[config.mk]
export PLATFORM = sky130hd
export DESIGN_NAME = nios_audio_system_oci_dct_packer
export DESIGN_NICKNAME = d
export VERILOG_FILES = /design/src/rtl/nios_audio_system_oci_dct_packer_pkg.sv /design/src/rtl/nios_audio_system_oci_frame_reg.sv /design/src/rtl/nios_audio_system_oci_dct_packer.sv
export SDC_FILE = /design/constraint.sdc
export NUM_CORES = 1
export LEC_CHECK = 0
export BUFFER_PORTS_ARGS = -buffer_cell sky130_fd_sc_hd__buf_2
export CAP_MARGIN = 20
export CORE_ASPECT_RATIO = 1.75
export CORE_UTILIZATION = 55
export CTS_CLUSTER_DIAMETER = 50
export DETAILED_ROUTE_END_ITERATION = 10
export PLACE_DENSITY = 0.84
export SETUP_SLACK_MARGIN = 0.5
export SYNTH_ARGS = -nofsm -noshare
export SYNTH_HDL_FRONTEND = slang
export SYNTH_SLANG_ARGS = --single-unit
export TNS_END_PERCENT = 50
[constraint.sdc]
create_clock -name clk -period 6.3 [get_ports clk]
set_input_delay 1.26 -clock clk [delete_from_list [all_inputs] [get_ports clk]]
set_output_delay 1.26 -clock clk [all_outputs]
set_load 0.02 [all_outputs]
[src/rtl/nios_audio_system_oci_dct_packer_pkg.sv]
// Shared constants and types for the OCI DCT trace packer.
// Frame layout is {slot count, shift buffer}, newest code in the low bits.
package nios_oci_trace_pkg;

  localparam int DCT_CODE_W = 2;
  localparam int DCT_SLOTS  = 15;
  localparam int DCT_CNT_W  = 4;
  localparam int DCT_BUF_W  = DCT_CODE_W * DCT_SLOTS;
  localparam int FRM_W      = DCT_CNT_W + DCT_BUF_W;

  typedef enum logic {
    OUT_EMPTY = 1'b0,
    OUT_FULL  = 1'b1
  } out_state_t;

  typedef struct packed {
    logic [DCT_CNT_W-1:0] cnt;
    logic [DCT_BUF_W-1:0] bits;
  } dct_frame_t;

endpackage

[src/rtl/nios_audio_system_oci_frame_reg.sv]
// One-entry valid/ready holding register for sealed DCT frames.
// The packer only asserts load when the entry is empty or being drained this cycle.
module nios_audio_system_oci_frame_reg
  import nios_oci_trace_pkg::*;
#(
  parameter int W = FRM_W
) (
  input  logic         clk,
  input  logic         reset,
  input  logic         load,
  input  logic [W-1:0] load_data,
  input  logic         ready,
  output logic         valid,
  output logic [W-1:0] data
);

  out_state_t state, state_nxt;

  always_ff @(posedge clk or posedge reset) begin
    if (reset) state <= OUT_EMPTY;
    else       state <= state_nxt;
  end

  // A load on the handshake cycle keeps the entry full, so frames go out without a bubble.
  always_comb begin
    state_nxt = state;
    if (load)                           state_nxt = OUT_FULL;
    else if (state == OUT_FULL && ready) state_nxt = OUT_EMPTY;
  end

  always_ff @(posedge clk or posedge reset) begin
    if (reset)     data <= '0;
    else if (load) data <= load_data;
  end

  assign valid = (state == OUT_FULL);

endmodule

[src/rtl/nios_audio_system_oci_dct_packer.sv]
// Packs 2-bit DCT codes from the retire stage into frames for the OCI trace writer.
// Frames seal on full, flush or trace disable; seals wait while the output entry is held.
module nios_audio_system_oci_dct_packer
  import nios_oci_trace_pkg::*;
#(
  parameter int CODE_W = DCT_CODE_W,
  parameter int SLOTS  = DCT_SLOTS,
  parameter int BUF_W  = CODE_W * SLOTS,
  parameter int CNT_W  = DCT_CNT_W
) (
  input  logic                   clk,
  input  logic                   reset,
  input  logic                   trc_enable,
  input  logic                   dct_valid,
  input  logic [CODE_W-1:0]      dct_code,
  input  logic                   flush,
  output logic                   frm_valid,
  output logic [CNT_W+BUF_W-1:0] frm_data,
  input  logic                   frm_ready,
  output logic [BUF_W-1:0]       dct_buffer,
  output logic [CNT_W-1:0]       dct_count,
  output logic                   overflow,
  input  logic                   ovf_clear
);

  localparam int               FW       = CNT_W + BUF_W;
  localparam logic [CNT_W-1:0] FULL_CNT = CNT_W'(SLOTS);

  logic [BUF_W-1:0] buffer, buf_nxt, acc_buf;
  logic [CNT_W-1:0] count, cnt_nxt, acc_cnt;
  logic             en_q, flush_pend, pend_nxt;
  logic             take, free, flush_req, seal, drop, load;
  logic [FW-1:0]    load_data;

  assign take      = trc_enable & dct_valid;
  assign free      = ~frm_valid | frm_ready;
  // Disable falling edge behaves like a flush, including deferral.
  assign flush_req = flush | flush_pend | (en_q & ~trc_enable);

  always_comb begin
    buf_nxt   = buffer;
    cnt_nxt   = count;
    acc_buf   = buffer;
    acc_cnt   = count;
    seal      = 1'b0;
    drop      = 1'b0;
    load      = 1'b0;
    load_data = '0;
    pend_nxt  = 1'b0;
    if (count == FULL_CNT) begin
      // Deferred full frame: drain it as soon as the entry frees, new code starts a fresh buffer.
      if (free) begin
        load      = 1'b1;
        load_data = {count, buffer};
        buf_nxt   = '0;
        cnt_nxt   = '0;
        if (take) begin
          buf_nxt = BUF_W'(dct_code);
          cnt_nxt = CNT_W'(1);
        end
      end else begin
        drop     = take;
        pend_nxt = flush_req;
      end
    end else begin
      if (take) begin
        acc_buf = {buffer[BUF_W-CODE_W-1:0], dct_code};
        acc_cnt = count + CNT_W'(1);
      end
      seal    = (acc_cnt == FULL_CNT) | (flush_req & (acc_cnt != '0));
      buf_nxt = acc_buf;
      cnt_nxt = acc_cnt;
      if (seal) begin
        if (free) begin
          load      = 1'b1;
          load_data = {acc_cnt, acc_buf};
          buf_nxt   = '0;
          cnt_nxt   = '0;
        end else begin
          pend_nxt = flush_req;
        end
      end
    end
  end

  always_ff @(posedge clk or posedge reset) begin
    if (reset) begin
      buffer     <= '0;
      count      <= '0;
      en_q       <= 1'b0;
      flush_pend <= 1'b0;
      overflow   <= 1'b0;
    end else begin
      buffer     <= buf_nxt;
      count      <= cnt_nxt;
      en_q       <= trc_enable;
      flush_pend <= pend_nxt;
      if (drop)           overflow <= 1'b1;
      else if (ovf_clear) overflow <= 1'b0;
    end
  end

  nios_audio_system_oci_frame_reg #(
    .W(FW)
  ) u_frame_reg (
    .clk       (clk),
    .reset     (reset),
    .load      (load),
    .load_data (load_data),
    .ready     (frm_ready),
    .valid     (frm_valid),
    .data      (frm_data)
  );

  assign dct_buffer = buffer;
  assign dct_count  = count;

endmodule
==> run metrics <==
Compound-Gate Fraction of Synth Area=19.5%; nets=about 450; post-synthesis instance total=370; Worst Setup SP=trc_enable; DRT iter0 DRCs=175; post-layout minimum cycle time=3.44 ns; stages on the worst setup path=8; CP Launch Type=input pin; largest net degree at the start of global routing=73; crit end category=flop; Clock Skews=0.00635 ns; critical path data arrival time=3.64 ns; share of post-route cells with drive strength above 1=25.5%; sequential cell area=approximately 1800 um^2; predominant post-synthesis flop cell=dfrtp_1; CTS tree=built; Area growth syn-to-layout=17.3%; area of the multi-input gates=1520 um^2; Hold Vio Cnt, Final=0; Pleak=0.00201 uW; CP Data Required Time=6.51 ns; cell-internal power=826 uW; All-Layer GR Usage=24.7%; Worst-path clk slew=0.07 ns; count of input and output buffers=about 80; Reg2Reg Capture Point=u_frame_reg.data[7]; worst ir drop on vdd=between 0.15 and 0.2 mV; initial antenna violation count=0; Critical Path Fanout Max=27; multiplexer share of the synthesized area=8.38%; DRT Pass-1 Iters=4; Synth Area in Simple Gates=13.5%; PD cells=between 300 and 400 nW/um^2; post-CTS setup buffers=0; CP most frequent cell=buf_4; die area=between 6000 and 7000 um^2; n_diodes=0; clock buffer count from CTS=9; Util after Layout=around two thirds; worst setup path end=u_frame_reg.data[7]; average wire per standard cell=15.6 um; Top Family by Delay on Critical Path=compound AO/OA/AOI/OAI gates; DP HPWL=5.34 mm; clk buf depth=2; register area share after synthesis=50.3%; Site Rows=38; Final TNS setup=0 ns; FF+latch count, synth=around 70; Crit Path Category=input pin to flop; Clock power frac=24.8%; Die Span X=63.0 um; max-cap violations=0; DRC viols=0; CTS root buf=clkbuf_8; Remaining Overflow, GRT=0; run status=finished, final reports clean; commonest cells after routing, fill and taps aside=nand2_1 (95), buf_2 (78), dfrtp_1 (72), inv_1 (36), a21oi_1 (33); Synth Area in XOR/XNOR=less than 1%; Post-Syn Area=3580 um^2; Sequential Power Share=a little over two fifths; reg2reg setup slack=3.43 ns; drt total wl=between 8 and 9 mm; Crit Reg-Reg Startpoint=dct_count[0]; DR vias=2980; Max-slew headroom=between 30% and 40%; # H-tree levels=3; FFs w/ async S/R, synth=100%; switch share=37.7%; Placer Congestion=between 0.8 and 0.9; cell depth of the worst flop-to-flop path=7; vias in the first global route=2787; syn nets=380; clk sinks=72; I/O Pins=79; clk_lat worst skew=0.34 ns; Hold Buf Count CTS=0; f_max=0.291 GHz; main combinational cell family by area after synthesis=compound AO/OA/AOI/OAI gates; Core ar.=~6200 um^2; Post-CTS Resized=0; Post-Synth Adder-Cell Area=0.349%; CP max stage cell=a31oi_4; CP bufs+invs=3; remaining antenna violation count=0; first-pass GRT wire length=13.1 mm; Slowest Stage Delay on Critical Path=0.55 ns; worst slew pin tran=0.984 ns; via/cell ratio=5.69; die height=109 um; Tcrit/Tclk final=54.6%; Initial Utilization=between 50% and 60%; Logic pwr share=32.5%; worst path cell trace=buf_2 -> and2_1 -> buf_4 -> o22a_1 -> or3b_4 -> a31oi_4 -> buf_4 -> o221ai_1; Synth warnings=0; commonest non-fill, non-tap cell in the layout=nand2_1; Yosys cell types=41; RSZ-0062 raised after global routing=no; Finish-stage setup viols=0; HP Class=flop to flop; EDFF count, synth=0; Avg Cell Area, Syn=9.68 um^2; Slew Limit Fails=0; fill count=513; Switch Pwr=around 500 uW
==> state kept, by name (all words and copies together) (netlist names) <==
register           cells
u_frame_reg.data      34
dct_buffer            30
dct_count              4
en_q                   1
flush_pend             1
overflow               1
u_frame_reg.valid      1
==> routing by layer <==
metal  track usage (%)  vias to the layer above  share of wire (%)
li1                  -                     1424                  -
met1              29.4                     1466                 41
met2              43.1                       79                 53
met3              5.44                       11                4.2
met4              9.30                        0                1.5
met5                 0                        -                  0
==> power groups by stage <==
stage	combinational (uW)	sequential [uW]	clock [uW]
final	431	567	329
after global routing	469	574	352
after CTS	404	567	334
after detailed placement	403	575	0
after global placement	398	574	0
after floorplan	267	622	0
==> worst reg2reg max path, cell delays in order (launching register included) <==
cell and delay [ns]:
dfrtp_1 0.50, ha_1 0.38, nand3_1 0.11, o22a_1 0.22, or3b_4 0.40, a31oi_4 0.55
buf_4 0.42, o221ai_1 0.16
==> cells in the mapped netlist, types with 3 or more instances <==
master     instances  area (um^2)
o221ai_1          22          193
nand3_1            6         30.0
a21oi_1           33          165
nand2_1           95          357
mux2i_1           30          300
buf_6              4         45.0
dfrtp_1           72         1800
buf_2              6         30.0
o221ai_2          10          150
nor2_1             4         15.0
o21ai_0            3         15.0
and2_1             3         18.8
clkbuf_1          11         41.3
inv_1             37          139
o2bb2ai_1          3         26.3
==> worst min-delay path by stage <==
stage / start / to / slack [ns] / cells after the start
6_report: u_frame_reg.data[33] / u_frame_reg.data[33] / 0.49 / 1
3_3_place_gp: u_frame_reg.data[33] / u_frame_reg.data[33] / 0.47 / 1
5_1_grt: u_frame_reg.data[33] / u_frame_reg.data[33] / 0.52 / 1
4_1_cts: u_frame_reg.data[33] / u_frame_reg.data[33] / 0.49 / 1
2_1_floorplan: flush_pend / flush_pend / 0.57 / 2
3_5_place_dp: u_frame_reg.data[33] / u_frame_reg.data[33] / 0.47 / 1
==> kinds of logic after synthesis <==
logic type / count (synthesis)
AND/OR/NAND/NOR: 117
AO/OA/AOI/OAI: 87
flip-flops: 72
buffers and inverters: 62
multiplexers: 30
XOR/XNOR: 1
adder cells (fa/ha/maj): 1
==> cell type report <==
class,count,area share (%)
Tap cell,80,2.38
Timing Repair Buffer,85,11.2
Inverter,37,3.31
Sequential cell,72,42.9
Multi-Input combinational cell,236,36.1
Clock buffer,14,4.11
==> stage by stage <==
step                hold slack [ns]  std cells  power [uW]  cell area (um^2)  setup WS, ns
finish                        0.485        524        1330              4200          2.86
global route                  0.516        524        1390              4200          2.75
CTS                           0.493        521        1300              4150          2.47
detailed placement            0.473        507         979              3980          2.10
global placement              0.468        507         972              3980          2.16
floorplan                     0.572        370         889              3580          3.22
Note: power is estimated with default switching activity, not from simulation.
